<file path="src/rtl/mdio_controller.sv">
// ---------------------------------------------------------------------------
// mdio_controller
//
// MDIO station-management initiator. A 32-bit management word is accepted
// from the host. The controller generates MDC and sends PREAMBLE_LEN ones,
// then the 32 frame bits (MSB first), on MDIO_OUT. For read opcodes
// (OP = 2'b10) the line is released from the first turnaround bit onwards.
// The 16 responder data bits are shifted in on the MDC rising edges. When
// the frame ends they are presented on RD_DATA together with a one-cycle
// DATA_RDY pulse.
//
// Parameters
//   MDC_HALF      clk cycles per MDC half-period (>= 1)
//   PREAMBLE_LEN  number of preamble ones sent before ST
//
// Ports
//   clk         system clock, rising edge
//   reset       asynchronous, active-low reset
//   MDIO_START  single-cycle request, accepted only while BUSY = 0
//   T_DATA      transaction word {ST, OP, PHYAD, REGAD, TA, DATA}
//   MDC         management clock toward the responder (idles low)
//   MDIO_OUT    serial data toward the responder
//   MDIO_OE     1 = controller drives MDIO, 0 = released
//   MDIO_IN     serial data from the responder
//   RD_DATA     last captured read data
//   DATA_RDY    one-cycle pulse when a read completes
//   BUSY        transaction in progress
// ---------------------------------------------------------------------------
module mdio_controller #(
  parameter int MDC_HALF     = 2,
  parameter int PREAMBLE_LEN = 32
) (
  input  logic        clk,
  input  logic        reset,
  input  logic        MDIO_START,
  input  logic [31:0] T_DATA,
  output logic        MDC,
  output logic        MDIO_OUT,
  output logic        MDIO_OE,
  input  logic        MDIO_IN,
  output logic [15:0] RD_DATA,
  output logic        DATA_RDY,
  output logic        BUSY
);

  localparam int NBITS = PREAMBLE_LEN + 32;
  localparam int BW    = $clog2(NBITS);
  localparam int DW    = $clog2(2 * MDC_HALF);

  // Bit-index landmarks within the complete preamble + frame sequence.
  localparam logic [BW-1:0] PRE_END  = BW'(PREAMBLE_LEN);       // ST bit 0
  localparam logic [BW-1:0] TA_BIT   = BW'(PREAMBLE_LEN + 14);  // first TA bit
  localparam logic [BW-1:0] CAP_BIT  = BW'(PREAMBLE_LEN + 16);  // first data bit
  localparam logic [BW-1:0] LAST_BIT = BW'(NBITS - 1);

  // Position inside one MDC period: 0..MDC_HALF-1 low, then high.
  localparam logic [DW-1:0] RISE_AT  = DW'(MDC_HALF - 1);
  localparam logic [DW-1:0] DIV_LAST = DW'(2 * MDC_HALF - 1);

  typedef enum logic [2:0] {
    IDLE,
    PREAMBLE,
    FRAME,
    READ_CAPTURE,
    DONE
  } state_t;

  state_t          state_reg,   state_next;
  logic [DW-1:0]   div_reg,     div_next;
  logic [BW-1:0]   bit_reg,     bit_next;
  logic [31:0]     tx_reg,      tx_next;
  logic [15:0]     rx_reg,      rx_next;
  logic            is_read_reg, is_read_next;
  logic            mdc_reg,     mdc_next;
  logic            out_reg,     out_next;
  logic            oe_reg,      oe_next;
  logic [15:0]     rd_data_reg, rd_data_next;
  logic            rdy_reg,     rdy_next;

  // -------------------------------------------------------------------------
  // State and datapath registers
  // -------------------------------------------------------------------------
  always_ff @(posedge clk or negedge reset) begin
    if (!reset) begin
      state_reg   <= IDLE;
      div_reg     <= '0;
      bit_reg     <= '0;
      tx_reg      <= '0;
      rx_reg      <= '0;
      is_read_reg <= 1'b0;
      mdc_reg     <= 1'b0;
      out_reg     <= 1'b0;
      oe_reg      <= 1'b0;
      rd_data_reg <= '0;
      rdy_reg     <= 1'b0;
    end else begin
      state_reg   <= state_next;
      div_reg     <= div_next;
      bit_reg     <= bit_next;
      tx_reg      <= tx_next;
      rx_reg      <= rx_next;
      is_read_reg <= is_read_next;
      mdc_reg     <= mdc_next;
      out_reg     <= out_next;
      oe_reg      <= oe_next;
      rd_data_reg <= rd_data_next;
      rdy_reg     <= rdy_next;
    end
  end

  // -------------------------------------------------------------------------
  // Next-state and output logic
  // -------------------------------------------------------------------------
  always_comb begin
    state_next   = state_reg;
    div_next     = div_reg;
    bit_next     = bit_reg;
    tx_next      = tx_reg;
    rx_next      = rx_reg;
    is_read_next = is_read_reg;
    mdc_next     = mdc_reg;
    out_next     = out_reg;
    oe_next      = oe_reg;
    rd_data_next = rd_data_reg;
    rdy_next     = 1'b0;

    case (state_reg)
      IDLE: begin
        if (MDIO_START) begin
          state_next   = (PREAMBLE_LEN > 0) ? PREAMBLE : FRAME;
          tx_next      = T_DATA;
          rx_next      = '0;
          is_read_next = (T_DATA[29:28] == 2'b10);
          div_next     = '0;
          bit_next     = '0;
          mdc_next     = 1'b0;
          oe_next      = 1'b1;
          out_next     = (PREAMBLE_LEN > 0) ? 1'b1 : T_DATA[31];
        end
      end

      PREAMBLE, FRAME, READ_CAPTURE: begin
        if (div_reg == DIV_LAST) begin
          // End of the high phase: MDC falls, and the next bit (or the
          // idle condition) is presented in the same cycle.
          div_next = '0;
          mdc_next = 1'b0;
          if (bit_reg == LAST_BIT) begin
            state_next = DONE;
            oe_next    = 1'b0;
            out_next   = 1'b0;
            if (is_read_reg) begin
              rd_data_next = rx_reg;
              rdy_next     = 1'b1;
            end
          end else begin
            bit_next = bit_reg + BW'(1);
            // tx_reg[31] always holds the current frame bit once the
            // preamble is over; shift only when leaving a frame bit.
            if (bit_reg >= PRE_END) begin
              tx_next = {tx_reg[30:0], 1'b0};
            end
            if (is_read_reg && (bit_next >= TA_BIT)) begin
              state_next = READ_CAPTURE;
              oe_next    = 1'b0;
              out_next   = 1'b0;
            end else begin
              state_next = (bit_next < PRE_END) ? PREAMBLE : FRAME;
              oe_next    = 1'b1;
              out_next   = (bit_next < PRE_END) ? 1'b1 : tx_next[31];
            end
          end
        end else begin
          div_next = div_reg + DW'(1);
          if (div_reg == RISE_AT) begin
            mdc_next = 1'b1;
            // Responder data is sampled on the same edge that raises MDC;
            // the second TA bit is not captured.
            if ((state_reg == READ_CAPTURE) && (bit_reg >= CAP_BIT)) begin
              rx_next = {rx_reg[14:0], MDIO_IN};
            end
          end
        end
      end

      // One cycle with BUSY low before a new request can be taken.
      DONE: begin
        state_next = IDLE;
      end

      default: begin
        state_next = IDLE;
      end
    endcase
  end

  assign MDC      = mdc_reg;
  assign MDIO_OUT = out_reg;
  assign MDIO_OE  = oe_reg;
  assign RD_DATA  = rd_data_reg;
  assign DATA_RDY = rdy_reg;
  assign BUSY     = (state_reg == PREAMBLE) || (state_reg == FRAME) ||
                    (state_reg == READ_CAPTURE);

endmodule
</file>
<file path="config.mk">
export PLATFORM = sky130hd
export DESIGN_NAME = mdio_controller
export DESIGN_NICKNAME = d
export VERILOG_FILES = /design/src/rtl/mdio_controller.sv
export SDC_FILE = /design/constraint.sdc
export NUM_CORES = 1
export LEC_CHECK = 0
export ABC_AREA = 1
export CAP_MARGIN = 30
export CORE_ASPECT_RATIO = 1.2
export CORE_UTILIZATION = 35
export CTS_CLUSTER_DIAMETER = 80
export DETAILED_ROUTE_END_ITERATION = 7
export GPL_TIMING_DRIVEN = 0
export PLACE_DENSITY_LB_ADDON = 0.08
export REMOVE_ABC_BUFFERS = 1
export SLEW_MARGIN = 20
export SYNTH_ARGS = -nofsm -noshare
export SYNTH_HDL_FRONTEND = slang
export SYNTH_SLANG_ARGS = --single-unit
</file>
<file path="constraint.sdc">
create_clock -name clk -period 1.5 [get_ports clk]
set_input_delay 0.3 -clock clk [delete_from_list [all_inputs] [get_ports clk]]
set_output_delay 0.3 -clock clk [all_outputs]
set_load 0.02 [all_outputs]
</file>
Yosys cells after proc, flatten, opt, wreduce, memory -nomap -nowiden
Index checks and enable logic that the tools add are counted.
- equality and inequality tests: 15
- reductions and logical operators: 16
- add/subtract/negate cells: 2
- multiplexer cells: 41
- $lt $le $gt $ge: 4
- operator list (kind ; count):
    2-to-1 mux 32 bit ; 4
    2-to-1 mux 16 bit ; 4
    case mux 32 bit (2 select lines) ; 1
    case mux 16 bit (2 select lines) ; 1
    greater-or-equal comparator 6 bit, second input constant ; 3
    2-to-1 mux 6 bit ; 3
    2-to-1 mux 1 bit ; 15
    != test 2 bit, second input constant ; 7
    case mux 6 bit (2 select lines) ; 1
    AND reduction 5 bit ; 2
    2-to-1 mux 3 bit ; 3
    2-to-1 mux 2 bit ; 4
    AND reduction 4 bit ; 2
    adder 6 x 1 -> 6 bit, second input constant ; 1
    == test 3 x 2 -> 1 bit, second input constant ; 2
    == test 6 bit, second input constant ; 1
    less-than comparator 6 bit, second input constant ; 1
    case mux 1 bit (2 select lines) ; 3
    case mux 3 bit (2 select lines) ; 1
    AND reduction 2 bit ; 3
    AND reduction 3 bit ; 2
    == test 2 bit, second input constant ; 2
    case mux 2 bit (2 select lines) ; 1
    == test 3 x 1 -> 1 bit, second input constant ; 1
    8 further kinds ; 10
- output and inout port bits: 21
- flip-flop bits (word level): 80
- input port bits: 36

Logic depth before layout (Yosys ltp)
Gate-level depths: netlist of the first run.
- word-level depth: 7
- gate-level depth with buffers: 11

Worst setup path after synthesis of the first run
OpenSTA, ideal clock, no wires.
- kind: reg2reg
- start: reg bit_reg[0]
- end: reg tx_reg[30]
- setup slack: -0.005 ns
- setup time: 0.123 ns
- data required time: 1.377 ns
- cell stages (with the launch flop): 11
- arrival time: 1.382 ns
- period minus slack after synthesis: 1.505 ns
- path through: dfrtp_1 ha_1 nand2_1 clkinv_1 nand3_2 nor2_2 inv_2 nand3_4 buf_6 nand2_1 o21ai_2
- word-level cells in the longest chain between the ends: 3
- elaborated cells between the ends (all ways): 5
- those cells by class: order compare (1); eq/ne (3); reduce/logical (1)
- ends and longest elaborated chain (item ; RTL line ; text):
    start, declared ; 70 ; logic [BW-1:0] bit_reg, bit_next;
    start signal, assigned ; 99 ; bit_reg <= bit_next;
    greater-or-equal comparator 6 bit / == test 6 bit (equally long branches) ; 160, 148 ;
    != test 2 bit (no line) ; - ;
    AND reduction 5 bit (no line) (*) ; - ;
    end signal, assigned ; 100 ; tx_reg <= tx_next;
    end, declared ; 71 ; logic [31:0] tx_reg, tx_next;
Mark *: on every way between the ends. The rest lies on a longest branch, timed or not.
A chain may end at the register's enable or synchronous reset.

Final worst setup path of the first run
- start: reg state_reg[1]
- end: reg tx_reg[21]
- word-level cells in the longest chain between the ends: 4
- elaborated cells between the ends (all ways): 12
- those cells by class: eq/ne (7); mux (1); reduce/logical (4)
- ends and longest elaborated chain (item ; RTL line ; text):
    start, declared ; 68 ; state_t state_reg, state_next;
    start signal, assigned ; 97 ; state_reg <= state_next;
    == test 3 x 2 -> 1 bit / == test 3 x 1 -> 1 bit (equally long branches) ; 127 ; case (state_reg)
    OR reduction 3 bit ; 127 ;
    != test 2 bit (no line) / nonzero test 2 bit (equally long branches) ; - ;
    AND reduction 5 bit (no line) ; - ;
Parallel ways exist; a longest one is shown, timed or not.

==> results of run 1 <==
==> layer usage <==
layer	part of all wire	track usage	vias up
met4	0.026	0.0868	0
met3	0.038	0.0392	18
met5	0	0	-
met1	0.48	0.271	1662
met2	0.45	0.294	65
li1	-	-	1676
==> cells in the final DEF (no fill, tap or decap), types with 2 or more instances in the layout <==
master             n
nand2_1          104
dfrtp_1           77
o21ai_2           51
o21ai_0           45
clkdlybuf4s50_1   34
nand2_2           33
inv_1             30
buf_4             27
nand3_1           21
dlygate4sd2_1     20
clkbuf_16         12
buf_6             10
buf_12            10
nor2_4             7
nand2_4            7
nor2_1             7
o21ai_1            7
nand3_4            6
inv_2              5
nand2_8            5
clkinv_2           4
inv_4              3
ha_1               3
buf_8              3
o22ai_1            2
o21bai_1           2
nand4_1            2
buf_16             2
dfrtp_2            2
==> what timing repair did <==
item	CTS	global route
endpoints found under the hold margin	26	0
hold buffers	1	0
buffers inserted	36	9
setup endpoints to repair	98	77
pin swaps	16	15
resized for setup	101	28
gates cloned	10	3
==> cell type report <==
class	count	area [µm²]	share of cell area
clock inverters	4	45.0	0.00774
clock buffers	11	243	0.0417
repair buffers	110	1220	0.209
inverters	40	164	0.0282
multi-input cells	311	1980	0.340
flip-flops and latches	80	2010	0.345
well taps	132	165	0.0284
==> cells in the mapped netlist (all sizes together) <==
library cell / n / area share
clkinv: 1 / 0.00096
nand3: 24 / 0.035
o21bai: 2 / 0.0038
inv: 39 / 0.037
o22ai: 3 / 0.0048
ha: 5 / 0.016
a31oi: 1 / 0.0016
clkbuf: 9 / 0.0086
nor2: 14 / 0.019
a21oi: 2 / 0.0026
nand4: 2 / 0.0032
o21ai: 104 / 0.18
nand2: 145 / 0.14
buf: 16 / 0.036
dfrtp: 80 / 0.51
==> power by group through the flow <==
stage                     registers, mW  logic (mW)  clock network, mW
final                              3.14        5.05               2.21
after floorplan                    3.03        2.14                  0
after detailed placement           3.06        3.09                  0
after global placement             3.05        2.89                  0
after global routing               3.21        5.55               2.32
after CTS                          3.12        4.66               2.23
==> per-stage QoR <==
stage | power, mW | cells
final | 10.4 | 688
after detailed placement | 6.15 | 614
after global placement | 5.94 | 610
after global routing | 11.1 | 688
after floorplan | 5.17 | 422
after CTS | 10.0 | 676
==> worst max path at each step <==
| stage | startpoint | end | slack [ns] | depth (start not counted) |
|---|---|---|---|---|
| 2_1_floorplan | state_reg[2]$_DFFE_PN0P_ | rx_reg[5]$_DFFE_PN0P_ | -0.96 | 5 |
| 3_3_place_gp | reset | RD_DATA[2]$_DFFE_PN0P_ | -3.00 | 1 |
| 3_5_place_dp | state_reg[1]$_DFFE_PN0P_ | tx_reg[6]$_DFFE_PN0P_ | -0.91 | 9 |
| 4_1_cts | state_reg[0]$_DFFE_PN0P_ | tx_reg[25]$_DFFE_PN0P_ | -0.20 | 11 |
| 5_1_grt | state_reg[1]$_DFFE_PN0P_ | tx_reg[21]$_DFFE_PN0P_ | -0.35 | 11 |
| 6_report | state_reg[1]$_DFFE_PN0P_ | tx_reg[21]$_DFFE_PN0P_ | -0.24 | 11 |
==> logic make-up (layout without fill, tap and decap cells) <==
kind of cell | Yosys count | after routing | synth area share
compound gates | 112 | 112 | 0.190
fa+ha+maj | 5 | 5 | 0.0159
buf+inv | 65 | 165 | 0.0829
flops | 80 | 80 | 0.510
simple gates | 185 | 194 | 0.201
==> out/metrics.yaml, run 1 <==
grt_max_degree: 55
clock-sinks: 80
crit_family: "simple AND/OR/NAND/NOR gates"
maxCapViolations: 0
routedWlPerCell_um: 15.5
largest_reg_flops: 32
r2r_end: "tx_reg[21]$_DFFE_PN0P_"
drive_gt1_frac: 0.356
comb_power_share: 0.485
worstMarginPinSlew_ns: 0.497
final_nets: 593
drt-total-wl_mm: 10.7
slew-limit-headroom: 0.669
num_vias: 3421
fin_util: 0.530
rr_startpoint: "state_reg[1]$_DFFE_PN0P_"
fin_tns_setup_ns: -11.30
crit_fanout: 8
crit_arrival_ns: 1.97
seqPwrFrac: 0.302
reg2reg_slack_ns: -0.24
violations: "negative setup slack"
grt_antenna_before_repair: 0
fin_worst_skew_ns: 0.00651
drt-pass1-iter-count: 4
yosys_register_bits: 80
cts_tree: "built"
gr-total-overflow: 0
pre_cts_slack_ns: -0.909
critPathMaxStageDelay_ns: 0.41
setup_viol: 75
status: "finished, violations left"
ff2ff_path_depth: 11
synth_warnings: 0
syn-instance-count: 447
place_area_um2: 4560
power.density_nw_per_um2: 1790
antennaDiodeCount: 0
drc_errors: 0
avgSynthCellArea_um2: 8.78
crit_top_cell: "nor2_4"
fillers: 995
avgViaCountPerCell: 4.97
dieArea_um2: 11600
ys_types: 26
p_leak_nw: 2.64
clock_latency_ns: 0.34
hpwl_mm: 5.04
io_pins: 57
pwr-share-clk: 0.213
setup_slack_ns: -0.243
gp_congestion: 0.764
die_w_um: 98.7
start_util: 0.357
fmax_mhz: 574
portBuffers: 56
slew_viol_final: 0
cp-end-kind: "flip-flop"
rsz0062_at_grt: "yes"
fin_area_um2: 5820
htreeDepth: 3
criticalPathCategory: "flip-flop to flip-flop"
drtIter0Drc: 117
cp.required_ns: 1.73
die_h_um: 118
swShare: 0.391
p_sw_mw: 4.06
grt_pass1_wl_mm: 17.5
row_count: 42
grt_pass1_vias: 3426
cts_buffers: 9
finalCritPeriodShare: 1.16
drtAntennaViolNets: 0
areaGrowthSynthToFinish_pct: 48.4
hp-class: "primary input to asynchronous set/reset pin"
worst_path_max_delay_cell: "dfrtp_1"
ir_drop_mv: 0.724
clk_pin_slew_worst_paths_ns: 0.06
crit_path_cell_trace: "nor2_4 > nor2_4 > clkbuf_16 > nand2_8 > nand2_4 > nor2_4 > buf_12 > buf_12 > nand3_4 > nand2_2 > o21ai_2"
p_int_mw: 6.34
cts_root_buffer: "clkbuf_16"
grt_usage: 0.195
setup.worst_path.start_class: "flip-flop"
hold_slack_ns: 0.439
hold_viol: 0
path_buf_inv: 3
fin_crit_ns: 1.74
core_area_um2: 11000
syn-cell-area_um2: 3920
ys_seq_area_frac: 0.510
cts_buffer_depth: 2
Power figures use the tool's default switching activity.
==> run 2, diff against run 1 <==
PLACE_DENSITY = 0.65   (was unset)
PLACE_DENSITY_LB_ADDON = unset   (was 0.08)
==> run 2 against run 1 <==
  * The flow still finishes with violations (negative setup slack)
  * Cell area up 5.2%
  * Clock power up 4%
  * Count of clock-buffer cells in the layout down 2
  * Critical path depth down 1
  * First-iteration DRC count up 56%
  * Maximum frequency up 0.70%
  * Sequential cell count unchanged
  * Sequential power up 1%
  * Register-to-register slack about the same
  * Sequential share of layout area down 1.7 points
  * Largest power group unchanged
==> out/metrics.yaml, run 2 (synthesized netlist as in run 1, its figures left out) <==
met1_usage: 0.258  # -0.0130
p_leak_nw: 2.75  # +4.1%
maxCapViolations: 0  # unchanged
violations: "negative setup slack"
worstMarginPinSlew_ns: 0.561  # +0.0644 ns
io_pins: 57  # unchanged
cts_root_buffer: "clkbuf_16"
reg2reg_slack_ns: -0.23  # about the same
clock-sinks: 80  # unchanged
fin_worst_skew_ns: 0.0148  # +0.00833 ns
die_h_um: 118  # unchanged
row_count: 42  # unchanged
use_met2: 0.342  # +0.0475
ir_drop_mv: 0.616  # -15%
clk_pin_slew_worst_paths_ns: 0.08  # +0.02 ns
cp-end-kind: "flip-flop"
antennaDiodeCount: 0  # unchanged
cp-endpoint: "rx_reg[1]$_DFFE_PN0P_"
final_cell_mix: "nand2_1 (105), dfrtp_1 (76), o21ai_2 (55)"
start_util: 0.357  # unchanged
swShare: 0.400  # +0.00922
core_area_um2: 11000  # unchanged
setup.worst_path.start_class: "flip-flop"
cp.required_ns: 1.77  # +0.04 ns
critPathMaxStageDelay_ns: 0.46  # +0.05 ns
cts_buffer_depth: 2  # unchanged
pwr-share-clk: 0.209  # -0.004
setup_viol: 77  # +2.7%
p_sw_mw: 4.40  # +8.3%
cts_buffers: 9  # unchanged
portBuffers: 56  # unchanged
status: "finished, violations left"
die_w_um: 98.7  # unchanged
crit_path_cell_trace: "nor2_4 > nor2_4 > clkbuf_16 > nand2_8 > buf_4 > o21ai_4 > buf_6 > buf_12 > nand3_1 > o21ai_1"
seqPwrFrac: 0.289  # -0.013
finalCritPeriodShare: 1.15  # -0.00812
num_vias: 3606  # +5.4%
grt_busiest_layer: "met2"
cp-startpoint: "state_reg[0]$_DFFE_PN0P_"
clock_latency_ns: 0.35  # about the same
r2r_end: "rx_reg[1]$_DFFE_PN0P_"
final_nets: 603  # +1.7%
drive_gt1_frac: 0.402  # +0.0460
p_total_mw: 11.0  # +5.8%
dieArea_um2: 11600  # unchanged
gp_congestion: 0.771  # +0.90%
power.density_nw_per_um2: 1800  # +0.58%
areaGrowthSynthToFinish_pct: 56.1
ff2ff_path_depth: 10  # -1
drt-total-wl_mm: 12.0  # +13%
crit_arrival_ns: 2.00  # +0.03 ns
criticalPathCategory: "flip-flop to flip-flop"
htreeDepth: 3  # unchanged
comb_power_share: 0.502  # +0.017
rsz0062_at_grt: "yes"
final_common_cell: "nand2_1"
drc_errors: 0  # unchanged
p_int_mw: 6.60  # +4.2%
drtAntennaViolNets: 0  # unchanged
grt_max_degree: 47  # -15%
slew-limit-headroom: 0.626  # -0.0429
grt_antenna_before_repair: 0  # unchanged
grt.met3_usage: 0.0315  # -0.00772
crit_fanout: 8  # unchanged
drt-pass1-iter-count: 4  # unchanged
routedWlPerCell_um: 17.2  # +11%
hpwl_mm: 5.30  # +5.1%
drtIter0Drc: 182  # +56%
hp-class: "primary input to asynchronous set/reset pin"
grt_usage: 0.209  # +0.0136
grt_pass1_wl_mm: 18.7  # +7.0%
fin_crit_ns: 1.73  # -0.0122 ns
largest_reg_flops: 32  # unchanged
cts_tree: "built"
hold_viol: 0  # unchanged
rr_startpoint: "state_reg[0]$_DFFE_PN0P_"
avgViaCountPerCell: 5.16  # +3.7%
crit_top_cell: "nor2_4"
fmax_mhz: 578  # +0.70%
grt_pass1_vias: 3751  # +9.5%
setup_slack_ns: -0.231  # +0.0122 ns
fin_tns_setup_ns: -14.92  # -3.62 ns
worst_path_max_delay_cell: "dfrtp_1"
pre_cts_slack_ns: -0.900  # +0.00880 ns
gr-total-overflow: 0  # unchanged
slew_viol_final: 0  # unchanged
[run 2: cell count changes in the layout (fill, tap and decap cells not counted), sizes merged]
cell	change
clkbuf	-3
buf	+11
inv	+4
clkinvlp	+1
bufbuf	+1
o21ai	+1
nand3	-1
clkinv	-2
nor2	-1
[run 2: repair_timing]
action,4_1_cts,5_1_grt
gates resized for setup,149,40
hold buffers,1,0
pin swaps,16,16
setup buffers,47,9
endpoints found under the setup margin,98,77
endpoints found under the hold margin,34,0
cloned,11,1
[run 2: through the flow]
step	util	cell area (µm²)	instances	hold WS [ns]
final	0.558	6130	699	0.454
after global routing	0.558	6130	699	0.499
after CTS	0.535	5870	689	0.472
after detailed placement	0.417	4580	614	0.293
after global placement	0.407	4470	610	0.463
after floorplan	-	3750	422	0.00441
[run 2: how the worst min path moves through the flow]
stage                                       start                       to  slack, ns
after floorplan                             reset       DATA_RDY$_DFF_PN0_      0.004
after global placement      tx_reg[0]$_DFFE_PN0P_    tx_reg[0]$_DFFE_PN0P_       0.46
after detailed placement                    reset       DATA_RDY$_DFF_PN0_       0.29
after CTS                                   reset       DATA_RDY$_DFF_PN0_       0.47
after global routing      RD_DATA[11]$_DFFE_PN0P_  RD_DATA[11]$_DFFE_PN0P_       0.50
final                                       reset       DATA_RDY$_DFF_PN0_       0.45
[run 2: area by class of cell]
type	instances	area, µm²
inverter	40	170
clock buffer	9	225
sequential	80	2010
timing repair buffer	121	1350
tap	132	165
clock inverter	7	77.6
multi-input combinational	310	2130
fill	898	4860
[run 2: power by group through the flow]
stage	logic, mW	registers [mW]	clock network, mW
after global routing	5.97	3.24	2.41
after CTS	5.01	3.12	2.29
after detailed placement	3.07	3.07	0
after floorplan	2.14	3.03	0
final	5.52	3.18	2.30
after global placement	2.83	3.04	0
[run 2: critical path: cells and delay by family (launching register included)]
family / cells / cell delay, ns
buffers and inverters: 4 / 0.57
DFF: 1 / 0.46
and+or+nand+nor: 4 / 0.38
AOI/OAI and AO/OA: 2 / 0.24
[run 2: metal layers]
metal / up-vias / part of all wire / wire length [µm]
met5: - / 0 / 0
met2: 102 / 0.50 / 6040
met1: 1776 / 0.41 / 4960
met4: 0 / 0.047 / 562
li1: 1687 / - / -
met3: 41 / 0.038 / 455
==> run 3, diff against run 2 <==
ABC_CLOCK_PERIOD_IN_PS = 1500   (was unset)
PLACE_DENSITY = unset   (was 0.65)
==> run 3 against run 2 <==
  * Worst setup slack improved by 0.067 ns
  * Non-clock buffer count down 20
  * First-iteration DRC count decreased by 5.5%
  * The flow still finishes with violations (negative setup slack)
  * Critical path type unchanged
  * Clock skew down 0.0086 ns
  * Critical endpoint is now tx_reg[17]$_DFFE_PN0P_
  * Final cell count is 2.9% lower
  * Core utilization is 1.4 points lower
  * Count of clock-buffer cells in the layout grew 2
  * Global-route usage shrank 3.1 points
==> out/metrics.yaml, run 3 (synthesized netlist as in run 1, its figures left out) <==
crit_arrival_ns: 1.89  # -0.11 ns
fin_area_um2: 5970  # -2.5%
seqPwrFrac: 0.305  # +0.016
stdcell_count: 679  # -2.9%
grt_antenna_before_repair: 0  # unchanged
cp-startpoint: "bit_reg[0]$_DFFE_PN0P_"
routedWlPerCell_um: 15.5  # -9.6%
comb_power_share: 0.469  # -0.033
fin_crit_ns: 1.66  # -0.0671 ns
setup_viol: 66  # -14%
cts_buffers: 9  # unchanged
fmax_mhz: 601  # +4.0%
crit_path_cell_trace: "ha_2 > nand2_4 > clkinv_4 > nand3_4 > nor2_4 > inv_6 > buf_12 > buf_12 > nand3_4 > clkbuf_16 > o21ai_2"
hold_viol: 0  # unchanged
worstMarginPinSlew_ns: 0.488  # -0.0729 ns
cp.required_ns: 1.72  # -0.05 ns
r2r_end: "tx_reg[17]$_DFFE_PN0P_"
fin_worst_skew_ns: 0.00621  # -0.00863 ns
rsz0062_at_grt: "yes"
ff2ff_path_depth: 11  # +1
io_pins: 57  # unchanged
antennaDiodeCount: 0  # unchanged
final_nets: 583  # -3.3%
p_sw_mw: 4.14  # -6.0%
final_cell_mix: "nand2_1 (97), dfrtp_1 (77), o21ai_2 (51)"
gr-total-overflow: 0  # unchanged
largest_reg_flops: 32  # unchanged
pwr-share-clk: 0.226  # +0.017
slew_viol_final: 0  # unchanged
worst_path_max_delay_cell: "dfrtp_1"
p_int_mw: 6.39  # -3.2%
p_leak_nw: 2.66  # -3.1%
start_util: 0.357  # unchanged
violations: "negative setup slack"
core_area_um2: 11000  # unchanged
ir_drop_mv: 0.770  # +25%
hold_slack_ns: 0.453  # -0.000665 ns
drtAntennaViolNets: 0  # unchanged
pre_cts_slack_ns: -0.821  # +0.0790 ns
hpwl_mm: 5.11  # -3.5%
clock_latency_ns: 0.33  # -0.02 ns
cts_root_buffer: "clkbuf_16"
gp_congestion: 0.804  # +4.3%
cp-endpoint: "tx_reg[17]$_DFFE_PN0P_"
drt-total-wl_mm: 10.6  # -12%
clock-sinks: 80  # unchanged
avgViaCountPerCell: 4.99  # -3.2%
status: "finished, violations left"
hp-class: "primary input to asynchronous set/reset pin"
areaGrowthSynthToFinish_pct: 52.2
cts_tree: "built"
crit_fanout: 6  # -2
reg2reg_slack_ns: -0.16  # +0.07 ns
grt_pass1_vias: 3320  # -11%
drive_gt1_frac: 0.391  # -0.0109
dieArea_um2: 11600  # unchanged
p_total_mw: 10.5  # -4.3%
fin_util: 0.544  # -0.0139
grt_max_degree: 50  # +6.4%
num_vias: 3389  # -6.0%
place_inst: 614  # unchanged
die_w_um: 98.7  # unchanged
finalCritPeriodShare: 1.11  # -0.0447
setup_slack_ns: -0.164  # +0.0671 ns
htreeDepth: 3  # unchanged
clk_pin_slew_worst_paths_ns: 0.06  # -0.02 ns
portBuffers: 56  # unchanged
setup.worst_path.start_class: "flip-flop"
rr_startpoint: "bit_reg[0]$_DFFE_PN0P_"
drt-pass1-iter-count: 4  # unchanged
critPathMaxStageDelay_ns: 0.37  # -0.09 ns
maxCapViolations: 0  # unchanged
cp-end-kind: "flip-flop"
row_count: 42  # unchanged
drc_errors: 0  # unchanged
criticalPathCategory: "flip-flop to flip-flop"
power.density_nw_per_um2: 1760  # -1.9%
slew-limit-headroom: 0.675  # +0.0486
final_common_cell: "nand2_1"
die_h_um: 118  # unchanged
swShare: 0.393  # -0.00700
grt_pass1_wl_mm: 16.2  # -13%
place_area_um2: 4570  # -0.25%
cts_buffer_depth: 2  # unchanged
fin_tns_setup_ns: -6.92  # +8.00 ns
drtIter0Drc: 172  # -5.5%
grt_usage: 0.178  # -0.0309
==> run 3: per-layer routing <==
layer / track usage / wire length, µm / vias up
met1: 0.238 / 4800 / 1673
met3: 0.0392 / 366 / 11
met5: 0 / 0 / -
met2: 0.285 / 5230 / 54
li1: - / - / 1651
met4: 0.0606 / 164 / 0
==> run 3: critical path, delay by kind of cell (launching register included) <==
family / cells / cell delay, ns
buffers and inverters: 5 / 0.54
and+or+nand+nor: 4 / 0.37
DFF: 1 / 0.37
AOI/OAI and AO/OA: 1 / 0.05
adders and majority gates: 1 / 0.23
==> run 3: worst min path at each step <==
stage / to / start / cells past startpoint / slack (ns)
6_report: DATA_RDY$_DFF_PN0_ / reset / 2 / 0.45
5_1_grt: RD_DATA[14]$_DFFE_PN0P_ / reset / 2 / 0.49
4_1_cts: DATA_RDY$_DFF_PN0_ / reset / 2 / 0.46
3_5_place_dp: DATA_RDY$_DFF_PN0_ / reset / 1 / 0.28
3_3_place_gp: tx_reg[0]$_DFFE_PN0P_ / tx_reg[0]$_DFFE_PN0P_ / 2 / 0.46
2_1_floorplan: DATA_RDY$_DFF_PN0_ / reset / 0 / 0.004
==> run 3: area by class of cell <==
class / count / area [µm²]
Inverter: 40 / 168
Sequential cell: 80 / 2010
Timing Repair Buffer: 101 / 1160
Clock inverter: 5 / 80.1
Clock buffer: 11 / 243
Tap cell: 132 / 165
Multi-Input combinational cell: 310 / 2150
Fill cell: 951 / 5010
==> run 3: what timing repair did <==
action | CTS | global route
pin swaps | 20 | 24
endpoints found under the setup margin | 96 | 77
cloned | 8 | 6
gates resized for setup | 83 | 91
buffers inserted | 31 | 6
hold buffers | 1 | 0
endpoints found under the hold margin | 31 | 0
==> run 3: power by group through the flow <==
stage          Combinational [mW]  Sequential [mW]  Clock, mW
2_1_floorplan                2.14             3.03          0
3_3_place_gp                 2.84             3.04          0
3_5_place_dp                 3.10             3.06          0
4_1_cts                      4.22             3.10       2.42
5_1_grt                      5.38             3.27       2.50
6_report                     4.94             3.21       2.38
==> RTL change, RTL diff (config.mk and constraints of run 1) <==
Change the parameter `PREAMBLE_LEN` from 32 to 64.
--- a/src/rtl/mdio_controller.sv
+++ b/src/rtl/mdio_controller.sv
@@ -28,7 +28,7 @@
 // ---------------------------------------------------------------------------
 module mdio_controller #(
   parameter int MDC_HALF     = 2,
-  parameter int PREAMBLE_LEN = 32
+  parameter int PREAMBLE_LEN = 64
 ) (
   input  logic        clk,
   input  logic        reset,
Behaviour: no difference found for any inputs over 10 cycles, from zero or initial values and one cycle with reset low; that may be too few to reach the edited logic, so the function may still have changed.
==> RTL change against run 1 <==
The flow finishes with violations (design-rule violations, negative setup slack); final area rose by 8.4%; combinational power rose by 17%; first-iteration DRC count rose by 25%; sequential share of layout area fell by 2.3 points; routed wire length fell by 1.3%; area after synthesis fell by 1.0%; via count rose by 2.2%; total power rose by 8.0%; worst setup slack improved by 26 ps; die area fell by 1.0%; clock power rose by 8%; sequential cell count rose by 1; synthesized cell count rose by 2.0%; worst hold slack improved by 5.3 ps.
==> RTL change: results <==
export IMPL_synthTopCellsByCount="nand2_1 (127), dfrtp_1 (81), inv_1 (64), o31ai_1 (43), o21ai_0 (37)"
export IMPL_grt_start_max_net_pins=54
export IMPL_grt_pass1_wl_mm=16.5
export IMPL_track_usage_pct=17.9
export IMPL_drt_first_iter_violations=146
export IMPL_viasPerCell=5.05
export IMPL_setup_viol=76
export IMPL_ir_drop_mv=0.733
export IMPL_gp_congestion=0.786
export IMPL_status="finished with violations"
export IMPL_layout_cells_non_filler=692
export IMPL_violations="design-rule violations, negative setup slack"
export IMPL_drive_gt1_share_pct=38.9
export IMPL_dp_cells=622
export IMPL_wl_per_cell_um=15.3
export IMPL_clkTransAtPathRegs_ps=60
export IMPL_synth_area_top_cells="dfrtp_1 (52%), nand2_1 (12%), o31ai_1 (8.3%), inv_1 (6.2%), o21ai_0 (4.8%)"
export IMPL_synth_enable_flop_cells=0
export IMPL_crit_fanout=7
export IMPL_seq_area_frac_synth_pct=52.2
export IMPL_htreeDepth=3
export IMPL_synth_cell_type_count=25
export IMPL_nets=598
export IMPL_setup_ws_ps=-217
export IMPL_synth_flop_cell="dfrtp_1"
export IMPL_worst_slew_pin_slew_ps=425
export IMPL_io_buffers=56
export IMPL_num_fill_cells=898
export IMPL_drcViolationCount=5
export IMPL_num_antenna_cells=0
export IMPL_p_leak_uw=0.00283
export IMPL_max_cap_violations=0
export IMPL_first_pass_iters=6
export IMPL_place_hpwl_mm=5.31
export IMPL_async_reset_ff_share_pct=100
export IMPL_totalNegativeSetupSlack_ps=-10100
export IMPL_grt_pass1_vias=3385
export IMPL_fin_skew_ps=6.22
export IMPL_postSynthAreaPerCell_um2=8.52
[RTL change: cell types whose count changed after synthesis, moves of 3 or more]
cell     delta
o21ai_0    -14
nor2_1      +3
nand2_1    -13
o21ai_2    -37
nand3_1    -11
o31ai_1    +43
o21ai_1     +7
buf_2       +4
inv_1      +30
nand2_2     +5
buf_6       -7
[RTL change: cells by family after synthesis]
family                     after synthesis  synth area share [%]
buffers and inverters                   92                  10.1
adders and majority gates                4                  1.29
AOI/OAI and AO/OA                      111                  18.2
and+or+nand+nor                        167                  18.0
muxes                                    1                 0.258
DFF                                     81                  52.2
[RTL change: worst max-delay path, stage by stage, from the launching register on]
cell and delay [ps]:
dfrtp_1 410, nor2_4 160, nor2_4 60, buf_12 140
nand2_4 60, nand2_4 60, nor2_4 120, inv_4 70
nor2_4 110, clkbuf_16 190, clkbuf_16 150, nand2_2 50
o21ai_2 60
[RTL change: final timing paths]
path                               endpoint  slack, ps  depth (start not counted)
worst max-delay path             tx_reg[30]       -220                         12
worst min-delay path               DATA_RDY        440                          2
worst max register to register   tx_reg[30]       -220                         12
worst min register to register  RD_DATA[11]        480                          2
max in group asynchronous        tx_reg[24]        440                          3
min in group clk                RD_DATA[11]        480                          2
[RTL change: report_power, final]
group / internal [µW] / total, µW / switching, µW / leakage, µW
clock network: 1460 / 2380 / 925 / 0.000155
registers: 2690 / 2950 / 257 / 0.00108
logic: 2560 / 5900 / 3340 / 0.00159
[RTL change: through the flow]
stage	worst slack [ps]	instance area (µm²)	hold WS [ps]
2_1_floorplan	-1230	3740	4.41
3_3_place_gp	-3040	4470	464
3_5_place_dp	-1340	4600	266
4_1_cts	-259	5530	451
5_1_grt	-293	6310	467
6_report	-217	6310	444
[RTL change: metal layers]
metal / wire length, µm / track usage, % / up-vias
met5: 0 / 0 / -
met4: 136 / 6.53 / 0
met3: 357 / 3.99 / 10
met2: 5600 / 30.0 / 67
met1: 4460 / 22.6 / 1731
li1: - / - / 1689
[RTL change: final cells by class]
cell class | count | area [µm²] | area share [%]
tap | 129 | 161 | 2.56
inverter | 67 | 287 | 4.54
clock inverter | 7 | 95.1 | 1.51
multi-input combinational | 287 | 2190 | 34.7
timing repair buffer | 111 | 1310 | 20.7
timing repair inverter | 1 | 20.0 | 0.317
clock buffer | 9 | 225 | 3.57
sequential | 81 | 2030 | 32.2
[RTL change: timing repair]
| action | in CTS | in global routing |
|---|---|---|
| setup buffers | 31 | 12 |
| hold endpoints to repair | 28 | 0 |
| pin swaps | 16 | 23 |
| gates cloned | 5 | 9 |
| setup endpoints to repair | 99 | 80 |
| hold buffers | 1 | 0 |
| resized for setup | 111 | 135 |
